==> src/rtl/mips_pkg.sv <==
//------------------------------------------------------------------------------
// Module   : mips_pkg
// Brief    : Shared forward-select encodings, hazard FSM states and helpers.
// Revision : 1.0
//------------------------------------------------------------------------------
`default_nettype none

package mips_pkg;

    localparam logic [1:0] FWD_RF  = 2'b00;
    localparam logic [1:0] FWD_MEM = 2'b10;
    localparam logic [1:0] FWD_WB  = 2'b01;

    typedef enum logic [0:0] {
        ST_RUN     = 1'b0,
        ST_STALLED = 1'b1
    } hz_state_e;

    // The younger producer (EX/MEM) wins; r0 is never forwarded.
    function automatic logic [1:0] fwd_sel(
        input logic [4:0] src,
        input logic       rw_mem,
        input logic [4:0] dst_mem,
        input logic       rw_wb,
        input logic [4:0] dst_wb
    );
        logic [1:0] sel;
        sel = FWD_RF;
        if (rw_mem && (dst_mem != 5'd0) && (dst_mem == src)) begin
            sel = FWD_MEM;
        end else if (rw_wb && (dst_wb != 5'd0) && (dst_wb == src)) begin
            sel = FWD_WB;
        end
        return sel;
    endfunction

endpackage

`default_nettype wire

==> src/rtl/mips_sat_counter.sv <==
//------------------------------------------------------------------------------
// Module   : mips_sat_counter
// Brief    : Saturating up-counter with synchronous active-high reset.
// Revision : 1.0
//------------------------------------------------------------------------------
`default_nettype none

module mips_sat_counter #(
    parameter int WIDTH = 16
) (
    input  logic             clk,
    input  logic             rst,
    input  logic             inc,
    output logic [WIDTH-1:0] count
);

    logic [WIDTH-1:0] count_q;
    logic [WIDTH-1:0] count_d;

    always_comb begin
        count_d = count_q;
        if (inc && (count_q != {WIDTH{1'b1}})) begin
            count_d = count_q + {{(WIDTH-1){1'b0}}, 1'b1};
        end
    end

    always_ff @(posedge clk) begin
        if (rst) begin
            count_q <= '0;
        end else begin
            count_q <= count_d;
        end
    end

    assign count = count_q;

endmodule

`default_nettype wire

==> src/rtl/mips_hazard_fwd.sv <==
//------------------------------------------------------------------------------
// Module   : mips_hazard_fwd
// Brief    : 5-stage MIPS forwarding selects, load-use stall and branch flush.
// Revision : 1.0
//------------------------------------------------------------------------------
`default_nettype none

module mips_hazard_fwd
    import mips_pkg::*;
#(
    parameter int CNT_W = 16
) (
    input  logic             CLK,
    input  logic             RST,
    input  logic [4:0]       RsID,
    input  logic [4:0]       RtID,
    input  logic             MemReadEX,
    input  logic             RegWriteEX,
    input  logic             RegDstEX,
    input  logic [4:0]       RsEX,
    input  logic [4:0]       RtEX,
    input  logic [4:0]       RdEX,
    input  logic             BranchTaken,
    output logic [1:0]       ForwardA,
    output logic [1:0]       ForwardB,
    output logic             PCWrite,
    output logic             IFIDWrite,
    output logic             CtrlZeroID,
    output logic             FlushIFID,
    output logic [CNT_W-1:0] StallCnt,
    output logic [CNT_W-1:0] FwdCnt
);

    logic [4:0] dest_ex;
    logic       regwrite_mem_q, regwrite_mem_d;
    logic [4:0] dest_mem_q,     dest_mem_d;
    logic       regwrite_wb_q,  regwrite_wb_d;
    logic [4:0] dest_wb_q,      dest_wb_d;
    hz_state_e  state_q,        state_d;
    logic       load_use;
    logic       stall_inc;
    logic       fwd_inc;

    // Shadow copies of the destination pipeline; the real EX/MEM and MEM/WB
    // registers live in the datapath, this block only tracks what it needs.
    always_comb begin
        dest_ex        = RegDstEX ? RdEX : RtEX;
        regwrite_mem_d = RegWriteEX;
        dest_mem_d     = dest_ex;
        regwrite_wb_d  = regwrite_mem_q;
        dest_wb_d      = dest_mem_q;
    end

    always_ff @(posedge CLK) begin
        if (RST) begin
            regwrite_mem_q <= 1'b0;
            dest_mem_q     <= 5'd0;
            regwrite_wb_q  <= 1'b0;
            dest_wb_q      <= 5'd0;
            state_q        <= ST_RUN;
        end else begin
            regwrite_mem_q <= regwrite_mem_d;
            dest_mem_q     <= dest_mem_d;
            regwrite_wb_q  <= regwrite_wb_d;
            dest_wb_q      <= dest_wb_d;
            state_q        <= state_d;
        end
    end

    assign load_use = MemReadEX && (RtEX != 5'd0) && ((RtEX == RsID) || (RtEX == RtID));

    always_comb begin
        state_d    = ST_RUN;
        ForwardA   = FWD_RF;
        ForwardB   = FWD_RF;
        PCWrite    = 1'b1;
        IFIDWrite  = 1'b1;
        CtrlZeroID = 1'b0;
        FlushIFID  = 1'b0;
        if (!RST) begin
            ForwardA = fwd_sel(RsEX, regwrite_mem_q, dest_mem_q, regwrite_wb_q, dest_wb_q);
            ForwardB = fwd_sel(RtEX, regwrite_mem_q, dest_mem_q, regwrite_wb_q, dest_wb_q);
            // A second hazard right after a bubble can only come from malformed
            // input, so STALLED never stalls again.
            if (state_q == ST_RUN) begin
                if (BranchTaken) begin
                    FlushIFID  = 1'b1;
                    CtrlZeroID = load_use;
                end else if (load_use) begin
                    PCWrite    = 1'b0;
                    IFIDWrite  = 1'b0;
                    CtrlZeroID = 1'b1;
                    state_d    = ST_STALLED;
                end
            end else begin
                FlushIFID = BranchTaken;
            end
        end
    end

    assign stall_inc = ~PCWrite;
    assign fwd_inc   = (ForwardA != FWD_RF) || (ForwardB != FWD_RF);

    mips_sat_counter #(.WIDTH(CNT_W)) u_stall_cnt (
        .clk   (CLK),
        .rst   (RST),
        .inc   (stall_inc),
        .count (StallCnt)
    );

    mips_sat_counter #(.WIDTH(CNT_W)) u_fwd_cnt (
        .clk   (CLK),
        .rst   (RST),
        .inc   (fwd_inc),
        .count (FwdCnt)
    );

endmodule

`default_nettype wire

==> config.mk <==
export PLATFORM = sky130hd
export DESIGN_NAME = mips_hazard_fwd
export DESIGN_NICKNAME = d
export VERILOG_FILES = /design/src/rtl/mips_pkg.sv /design/src/rtl/mips_sat_counter.sv /design/src/rtl/mips_hazard_fwd.sv
export SDC_FILE = /design/constraint.sdc
export NUM_CORES = 1
export LEC_CHECK = 0
export CAP_MARGIN = 10
export CELL_PAD_IN_SITES_DETAIL_PLACEMENT = 0
export CELL_PAD_IN_SITES_GLOBAL_PLACEMENT = 2
export CORE_AREA = 2 2 85 87
export CTS_CLUSTER_DIAMETER = 50
export DETAILED_ROUTE_END_ITERATION = 8
export DIE_AREA = 0 0 87 89
export DONT_BUFFER_PORTS = 1
export GPL_ROUTABILITY_DRIVEN = 1
export GPL_TIMING_DRIVEN = 1
export PLACE_DENSITY = 0.79
export SLEW_MARGIN = 20
export SYNTH_ARGS = -nofsm -noshare
export SYNTH_HDL_FRONTEND = slang
export SYNTH_SLANG_ARGS = --single-unit
==> constraint.sdc <==
create_clock -name CLK -period 3.2 [get_ports CLK]
set_input_delay 0.8 -clock CLK [delete_from_list [all_inputs] [get_ports CLK]]
set_output_delay 0.8 -clock CLK [all_outputs]
set_load 0.02 [all_outputs]
# Word-level counts from Yosys, hierarchy flattened
# Index checks and enable logic that the tools add are counted.
totals:
  reg_bits: 45
  inputBits: 31
classes:
  n_addsub: 2
  eq_ne: 8
  mux: 18
  bitwise: 1
  reduce_logical: 18
op_table:
  columns: ["op", "count"]
  rows:
  - ["$add 16x1->16 const B", 2]
  - ["$ne 16x16->1 const B", 2]
  - ["$eq 5x5->1", 6]
  - ["$reduce_bool 5->1", 3]
  - ["$mux 1", 13]
  - ["$logic_and 1x1->1", 10]
  - ["$mux 2", 4]
  - ["$mux 5", 1]
  - ["$reduce_bool 2->1", 2]
  - ["$reduce_or 3->1", 1]
  - ["$logic_or 1x1->1", 2]
  - ["$not 1->1", 1]

# Longest topological paths before layout
# Gate-level depths: netlist (run 1).
logic_depth:
  ltp_word: 9
  depth_mapped: 9
  mapped_depth_nobuf: 8

# Cells and area by module
# Synthesis (run 1) repeated with hierarchy kept, for this count alone.
hier_totals:
  cells_unflattened: 297
  hier_area_um2: 2577.5
by_module_without_submodules:
  columns: ["module", "instances", "cells_per_inst", "area_each_um2", "seq_area_each_um2"]
  rows:
  - ["mips_sat_counter", 2, 99, 848.3, 320.3]
  - ["mips_hazard_fwd", 1, 99, 880.8, 260.2]

# Worst setup path after synthesis (run 1)
# OpenSTA, ideal clock, no wires.
synth_path:
  path_kind: "input-to-output"
  startpoint: "input port RtEX[1]"
  endpoint: "output port PCWrite"
  arrival_ps: 2108
  path_slack_ps: 292
  cell_stages: 6
  n_path_buf: 2
  cell_sequence: "buf_2 > or4_1 > o21ai_1 > nor3_1 > inv_1 > buf_4"
synth_via:
  elab_chain_len: 7
  elab_cells_between_ends: 10
  cone_classes: "2 x eq/ne; 4 x mux; 4 x reduce/logical"
synth_rtl:
  columns: ["element", "line", "rtl"]
  rows:
  - ["from (decl)", "mips_hazard_fwd.sv:21", "input logic [4:0] RtEX,"]
  - ["$eq 5x5->1 / $reduce_bool 5->1 (equally long branches)", "mips_hazard_fwd.sv:70", "assign load_use = MemReadEX && (RtEX != 5'd0) && ((RtEX == RsID) || (RtEX == RtID));"]
  - ["$logic_or 1x1->1 / $logic_and 1x1->1 (equally long branches)", "mips_hazard_fwd.sv:70", null]
  - ["$logic_and 1x1->1 (*)", "mips_hazard_fwd.sv:70", null]
  - ["$mux 1 (*) (4 in series)", null, null]
  - ["to (decl)", "mips_hazard_fwd.sv:26", "output logic PCWrite,"]
# Mark *: on every way between the ends. The rest lies on a longest branch, timed or not.

# Worst setup path after layout (run 1)
# Ends and elaborated chain as after synthesis.

==> results.yml, run 1 <==
final_layout:
  antennaDiodeCount: 0
  fillers: 709
  drive_gt1_frac: 0.0755
  final_nets: 311
  final_common_cell: "dfxtp_1"
  post-route-cell-area_um2: 2570
  fin_util: 0.383
  areaGrowthSynthToFinish_pct: 6.86
  final_cell_mix: "dfxtp_1 (45), nor2_1 (37), xor2_1 (31), xnor2_1 (20), nand4_1 (15)"
yosys:
  synthCells: 281
  synthTopCellsByArea: "dfxtp_1 (37%), xor2_1 (11%), xnor2_1 (7.3%), nor2_1 (5.8%), nand4_1 (3.9%)"
  synth_nets: 314
  yosys.area.top_type: "dfxtp_1"
  yosysWarnings: 0
  synth.avg_cell_area_um2: 8.57
  synth.distinct_cells: 40
  synth_area_um2: 2410
  ys_seq_area_frac: 0.374
  synth-seq-cells: 45
  synth_largest_type_area_fraction: 0.374
clock_network:
  cts_inserted_buffers: 5
  cts.path.max_buffers: 2
  clkTransAtPathRegs_ns: 0.08
  ctsResizeCount: 0
  ctsHoldBuffers: 0
  post_cts.repair.setup_buffers: 0
  cts.sinks: 45
  cts_root_buf: "clkbuf_8"
  insertion_delay_ns: 0.30
  cts_tree: "yes"
  h-tree-depth: 2
routing:
  final_antenna_net_count: 0
  drtIter0Drc: 85
  vias_per_cell: 5.30
  drt_first_pass_iters: 6
  drc_errors: 0
  wl_per_cell_um: 15.2
  vias: 1896
  wl_um: 5450
worst_setup_path:
  start_kind: "primary input"
  crit_fanout: 6
  cp.required_ns: 2.40
  path_buf_inv: 1
  cp_slowest_cell: "or4_1"
  path_cells: "or4_1, o21ai_1, nor3_1, inv_1"
  slowest_delay_ns: 0.51
  end_kind: "primary output"
  crit_arrival_ns: 1.97
  worstSetupPathType: "primary input to primary output"
  crit_family: "simple AND/OR/NAND/NOR gates"
sta:
  setup_violations: 0
  fin_worst_skew_ns: 0.0148
  fin_crit_sh: 0.866
  slew_headroom: 0.713
  fin_setup_tns_ns: 0
  min_period_ns: 2.77
  grt_setup_unrepaired: "no"
  worst_pin_slew_ns: 0.431
  max_freq_ghz: 0.361
  holdWs_ns: 0.504
  finalMaxSlewViolations: 0
  hold_viol: 0
floorplan:
  die_w_um: 87
  start_util: 0.358
  ios: 71
  die_area_um2: 7740
  core_area_um2: 6720
  dieHeight_um: 89
  num_rows: 30
grt:
  grt_usage: 0.149
  antenna_found_initial: 0
  first_global_vias: 1891
  gr-total-overflow: 0
  grt_max_degree: 51
  grt_pass1_wl_um: 9200
placed_design:
  place_area_um2: 2470
  place_hpwl_um: 4000
  place.gp.congestion: 0.798
  port_buffers: 0
status:
  status: "complete, no violations"
pwr:
  leakagePower_uw: 0.000888
  ir_drop_mv: 0.240
  power.density_nw_per_um2: 415
worst_hold_path:
  hold_path_class: "flop to flop"
flow_run:
  maxCapViolations: 0
-- metrics by stage --
step	setup slack (ns)	power (uW)	std cells
after floorplan	0.292	666	281
after global placement	0.444	660	351
after detailed placement	0.412	660	351
after CTS	0.414	1080	358
after global routing	0.342	1110	358
final	0.429	1070	358
-- layer usage --
metal | global-route usage | vias up | routed length, um
li1 | - | 969 | -
met1 | 0.182 | 879 | 2430
met2 | 0.248 | 43 | 2540
met3 | 0.0609 | 5 | 427
met4 | 0.0341 | 0 | 46
met5 | 0 | - | 0
-- cells in the mapped netlist --
library cell / instances
dfxtp_1: 45
nor2_1: 37
xor2_1: 31
xnor2_1: 20
nand4_1: 15
nand2_1: 14
nand3_1: 12
a21oi_1: 10
nor2b_1: 9
nor3_1: 7
and3_1: 6
clkbuf_1: 6
mux2i_1: 6
o21ai_0: 6
or3_1: 6
or4_1: 6
inv_1: 5
o31ai_1: 5
buf_2: 4
o211ai_1: 4
buf_4: 3
and2_1: 2
ha_1: 2
nor4_1: 2
or2_2: 2
or4_4: 2
a22oi_1: 1
and4_1: 1
buf_1: 1
nor2_2: 1
nor2_4: 1
nor3_2: 1
nor3b_1: 1
nor4b_2: 1
o2111ai_1: 1
o21a_1: 1
o21ai_1: 1
o21ai_2: 1
o21bai_1: 1
o22ai_4: 1
-- where the power goes --
group          internal [uW]  total [uW]  leakage (uW)  switching (uW)
combinational           38.2        66.9      0.000469            28.7
clock                    227         421     0.0000540             194
sequential               568         580      0.000365            11.2
-- worst paths after layout --
kind | startpoint | endpoint | slack [ns] | cells past startpoint
max | RtEX[1] | PCWrite | 0.43 | 4
max reg2reg | dest_mem_q[1] | u_fwd_cnt.count[8] | 0.89 | 8
min | regwrite_mem_q | regwrite_wb_q | 0.50 | 1
min reg2reg | regwrite_mem_q | regwrite_wb_q | 0.50 | 1
-- final cells by class --
type                            instances  area (um^2)  area share
Sequential cell                        45          901       0.350
Clock buffer                            5         68.8      0.0267
Clock inverter                          2         35.0      0.0136
Timing Repair Buffer                    4         30.0      0.0117
Multi-Input combinational cell        217         1420       0.552
Tap cell                               80          100      0.0389
Inverter                                5         18.8     0.00729
-- kinds of logic (layout without fill, tap and decap cells) --
kind of cell	count (synthesis)	count (layout)	synth area share
mux	6	6	0.0249
fa+ha+maj	2	2	0.0104
buf+inv	19	16	0.0364
simple gates	126	126	0.281
xor+xnor	51	51	0.185
flops	45	45	0.374
compound gates	32	32	0.0883
-- registers in the layout, indices dropped and copies added, names as in the netlist --
name	flops
state_q	1
dest_wb_q	5
u_fwd_cnt.count	16
regwrite_mem_q	1
u_stall_cnt.count	16
dest_mem_q	5
regwrite_wb_q	1
-- worst reg2reg max path: cells and delay by family, from the launching register on --
kind            cells  cell delay, ns
compound gates      3            0.58
buf+inv             1            0.15
flops               1            0.35
simple gates        4            1.19
Note: power is estimated with default switching activity, not from simulation.
==> run 2: changes to the inputs <==
--- a/config.mk
+++ b/config.mk
@@ -8,12 +8,12 @@
 export CAP_MARGIN = 10
 export CELL_PAD_IN_SITES_DETAIL_PLACEMENT = 0
 export CELL_PAD_IN_SITES_GLOBAL_PLACEMENT = 2
-export CORE_AREA = 2 2 85 87
+export CORE_AREA = 2 2 101 74
 export CTS_CLUSTER_DIAMETER = 50
 export DETAILED_ROUTE_END_ITERATION = 8
-export DIE_AREA = 0 0 87 89
+export DIE_AREA = 0 0 103 76
 export DONT_BUFFER_PORTS = 1
-export GPL_ROUTABILITY_DRIVEN = 1
+export GPL_ROUTABILITY_DRIVEN = 0
 export GPL_TIMING_DRIVEN = 1
 export PLACE_DENSITY = 0.79
 export SLEW_MARGIN = 20
==> run 2 against run 1 <==
Effect of this change: register-to-register slack worse by 0.06 ns; final cell count up 5.0%; clock power up 6.2%; sequential power about the same; sequential share of layout area down 0.37 points; total power up 2.4%; worst setup slack better by 0.0018 ns; count of clock-buffer cells in the layout up 2; core utilization down 0.94 points; non-clock buffer count down 1; largest cell class unchanged.
==> results.yml, run 2 (synthesis results as in run 1) <==
worst_hold_path:
  hold_depth: 1
  hold_path_class: "flop to flop"
  hp-start: "regwrite_mem_q"
clock_network:
  cts_root_buf: "clkbuf_8"
  cts.path.max_buffers: 2
  ctsResizeCount: 0
  ctsHoldBuffers: 0
  h-tree-depth: 2
  cts_inserted_buffers: 5
  clkTransAtPathRegs_ns: 0.08
  cts.sinks: 45
  cts_tree: "yes"
  insertion_delay_ns: 0.29
  post_cts.repair.setup_buffers: 0
routing:
  drc_errors: 0
  vias_per_cell: 4.98
  drt_first_pass_iters: 4
  drtIter0Drc: 56
  final_antenna_net_count: 0
  wl_um: 5370
  vias: 1871
  wl_per_cell_um: 14.3
sta:
  fin_crit_sh: 0.865
  slew_headroom: 0.654
  finalMaxSlewViolations: 0
  setup_violations: 0
  hold_viol: 0
  fin_worst_skew_ns: 0.00831
  worst_pin_slew_ns: 0.515
  min_period_ns: 2.77
  fin_setup_tns_ns: 0
  max_freq_ghz: 0.361
  grt_setup_unrepaired: "no"
final_layout:
  final_nets: 310
  drive_gt1_frac: 0.0719
  final_cell_mix: "dfxtp_1 (45), nor2_1 (37), xor2_1 (31), xnor2_1 (20), nand4_1 (15)"
  antennaDiodeCount: 0
  areaGrowthSynthToFinish_pct: 8.00
  final_common_cell: "dfxtp_1"
worst_setup_path:
  start_kind: "primary input"
  r2r_cells: 7
  path_buf_inv: 1
  cp_slowest_cell: "or4_1"
  worstSetupPathType: "primary input to primary output"
  end_kind: "primary output"
  cp_num_cells: 4
  cp.required_ns: 2.40
  slowest_delay_ns: 0.52
  crit_fanout: 6
  path_cells: "or4_1, o21ai_1, nor3_1, inv_1"
  worstReg2RegStart: "dest_mem_q[0]"
  crit_family: "simple AND/OR/NAND/NOR gates"
  startpoint: "RtEX[1]"
  crit_arrival_ns: 1.97
grt:
  grt_max_degree: 51
  gr-usage-met3: 0.0560
  antenna_found_initial: 0
  first_global_vias: 1859
  grt_pass1_wl_um: 9080
  met2_usage: 0.206
  met1_usage: 0.204
  grt_usage: 0.144
  gr-total-overflow: 0
  grt-busiest-layer: "met2"
floorplan:
  die_w_um: 103
  dieHeight_um: 76
  ios: 71
  core_area_um2: 6960
  num_rows: 26
  start_util: 0.346
  die_area_um2: 7830
placed_design:
  place_hpwl_um: 3890
  port_buffers: 0
pwr:
  leakagePower_uw: 0.000887
  ir_drop_mv: 0.181
  power.density_nw_per_um2: 420
  power_uw: 1090
flow_run:
  maxCapViolations: 0
status:
  status: "complete, no violations"
[run 2: changes by cell type in the layout (fill, tap and decap cells not counted)]
cell      previous run  this run
clkbuf_8             5         6
clkinv_2             1         0
buf_4                4         3
clkbuf_1             0         1
[run 2: per-layer routing]
layer / share of wire / routed length, um
met5: 0 / 0
met4: 0.0073 / 39
met3: 0.074 / 398
met2: 0.41 / 2190
met1: 0.51 / 2750
[run 2: path summary, 6_finish.rpt]
check / endpoint / slack (ns)
min: regwrite_wb_q / 0.52
min reg2reg: regwrite_wb_q / 0.52
max: IFIDWrite / 0.43
max reg2reg: u_fwd_cnt.count[8] / 0.83
[run 2: report_power, final]
group | switching (uW) | internal, uW
combinational | 27.5 | 38.1
clock | 192 | 255
sequential | 12.4 | 568
[run 2: layout make-up]
| cell class | instances | area [um^2] |
|---|---|---|
| fill | 745 | 4360 |
| multi-input combinational | 217 | 1420 |
| sequential | 45 | 901 |
| tap | 98 | 123 |
| clock buffer | 7 | 86.3 |
| clock inverter | 1 | 30.0 |
| timing repair buffer | 3 | 22.5 |
| inverter | 5 | 18.8 |
[run 2: stage by stage]
stage	util	instance area, um^2	hold slack (ns)	setup WS [ns]	std cells
detailed placement	0.357	2480	0.512	0.429	368
global placement	0.357	2480	0.512	0.445	368
floorplan	-	2410	0.459	0.292	281
CTS	0.374	2600	0.526	0.422	376
global route	0.374	2600	0.540	0.356	376
finish	0.374	2600	0.518	0.431	376
==> run 3: changes to the inputs <==
--- a/config.mk
+++ b/config.mk
@@ -13,9 +13,9 @@
 export DETAILED_ROUTE_END_ITERATION = 8
 export DIE_AREA = 0 0 103 76
 export DONT_BUFFER_PORTS = 1
-export GPL_ROUTABILITY_DRIVEN = 0
+export GPL_ROUTABILITY_DRIVEN = 1
 export GPL_TIMING_DRIVEN = 1
-export PLACE_DENSITY = 0.79
+export PLACE_DENSITY_LB_ADDON = 0.1
 export SLEW_MARGIN = 20
 export SYNTH_ARGS = -nofsm -noshare
 export SYNTH_HDL_FRONTEND = slang
==> run 3 against run 2 <==
Effect of this change: first-iteration DRC count down 20%; worst hold slack worse by 0.011 ns; final area up 0.14%; combinational power grew 1%; sequential share of layout area about the same; critical path depth is the same; routed wire length is 6.9% higher; final cell count is the same; via count increased by 1.5%; die area unchanged; sequential power about the same; total power up 1.4%; largest power group unchanged.
==> results.yml, run 3 (synthesis results as in run 1) <==
clock_network:
  cts_root_buf: "clkbuf_8"
  insertion_delay_ns: 0.30
  cts_inserted_buffers: 5
  cts.path.max_buffers: 2
  h-tree-depth: 2
  post_cts.repair.setup_buffers: 0
  cts_tree: "yes"
  clkTransAtPathRegs_ns: 0.09
  cts.sinks: 45
  ctsResizeCount: 0
  ctsHoldBuffers: 0
final_layout:
  drive_gt1_frac: 0.0755
  final_common_cell: "dfxtp_1"
  antennaDiodeCount: 0
  final_nets: 310
  fin_util: 0.374
  fillers: 757
  areaGrowthSynthToFinish_pct: 8.16
  final_cell_mix: "dfxtp_1 (45), nor2_1 (37), xor2_1 (31), xnor2_1 (20), nand4_1 (15)"
sta:
  max_freq_ghz: 0.356
  fin_worst_skew_ns: 0.0104
  grt_setup_unrepaired: "no"
  setup_violations: 0
  worst_slack_ns: 0.394
  holdWs_ns: 0.507
  slew_headroom: 0.637
  worst_pin_slew_ns: 0.541
  hold_viol: 0
  fin_setup_tns_ns: 0
  finalMaxSlewViolations: 0
  fin_crit_sh: 0.877
  min_period_ns: 2.81
pwr:
  power.density_nw_per_um2: 425
  leakagePower_uw: 0.000886
  pwr-share-comb: 0.060
  p_clk_frac: 0.416
  ir_drop_mv: 0.141
  switchingPower_uw: 247
  switching_share: 0.223
  pwr-share-seq: 0.524
  internal_power_uw: 861
routing:
  drc_errors: 0
  drtIter0Drc: 45
  wl_um: 5740
  drt_first_pass_iters: 4
  vias_per_cell: 5.05
  vias: 1899
  wl_per_cell_um: 15.3
  final_antenna_net_count: 0
status:
  status: "complete, no violations"
grt:
  grt_usage: 0.154
  grt_pass1_wl_um: 9580
  first_global_vias: 1922
  antenna_found_initial: 0
  grt_max_degree: 51
  gr-total-overflow: 0
placed_design:
  place_hpwl_um: 4170
  place.gp.congestion: 0.738
  port_buffers: 0
  post-place-ws_ns: 0.393
worst_setup_path:
  r2r_cells: 7
  worstReg2RegStart: "dest_mem_q[0]"
  worstSetupPathType: "primary input to primary output"
  path_cells: "or4_1, o21ai_1, nor3_1, inv_1"
  cp_slowest_cell: "or4_1"
  crit_arrival_ns: 2.01
  start_kind: "primary input"
  regToRegSetupSlack_ns: 0.80
  reg2reg_to: "u_fwd_cnt.count[12]"
  cp.required_ns: 2.40
  crit_fanout: 6
  end_kind: "primary output"
  slowest_delay_ns: 0.51
  startpoint: "RtEX[1]"
worst_hold_path:
  hold_depth: 1
  hold_path_class: "flop to flop"
  hp-start: "regwrite_mem_q"
  min_to: "regwrite_wb_q"
floorplan:
  dieHeight_um: 76
  core_area_um2: 6960
  start_util: 0.346
  ios: 71
  num_rows: 26
  die_w_um: 103
  die_area_um2: 7830
flow_run:
  maxCapViolations: 0
==> run 3: how the worst max path moves through the flow <==
stage / to / slack (ns) / depth (start not counted)
after CTS: PCWrite / 0.39 / 4
after global routing: PCWrite / 0.31 / 4
after floorplan: PCWrite / 0.29 / 6
after global placement: PCWrite / 0.43 / 4
after detailed placement: PCWrite / 0.39 / 4
final: PCWrite / 0.39 / 4
==> run 3: metrics by stage <==
| stage | instances | total power (uW) | instance area [um^2] |
|---|---|---|---|
| final | 376 | 1110 | 2610 |
| after global routing | 376 | 1160 | 2610 |
| after CTS | 376 | 1130 | 2610 |
| after detailed placement | 368 | 661 | 2480 |
| after global placement | 368 | 661 | 2480 |
| after floorplan | 281 | 666 | 2410 |
==> run 3: power groups by stage <==
stage / logic [uW] / registers [uW] / clock network, uW
floorplan: 75.9 / 590 / 0
global placement: 67.1 / 594 / 0
detailed placement: 67.0 / 594 / 0
CTS: 67.2 / 581 / 485
global route: 75.1 / 582 / 504
finish: 66.5 / 580 / 461
==> run 3: critical path: cells and delay by family <==
kind                   cells  cell delay, ns
AOI/OAI and AO/OA          1            0.26
and+or+nand+nor            2            0.64
buffers and inverters      1            0.31
==> run 3: per-layer routing <==
metal  vias to the layer above  global-route usage  part of all wire
met5                         -                   0                 0
met4                         0              0.0434            0.0094
met3                         5              0.0422             0.058
met2                        58               0.214              0.41
met1                       871               0.231              0.53
li1                        965                   -                 -
==> run 3: layout make-up <==
cell class,count,area [um^2],area share
Multi-Input combinational cell,217,1420,0.545
Sequential cell,45,901,0.346
Tap cell,98,123,0.0471
Clock buffer,6,82.6,0.0317
Clock inverter,2,37.5,0.0144
Timing Repair Buffer,3,22.5,0.00865
Inverter,5,18.8,0.00720
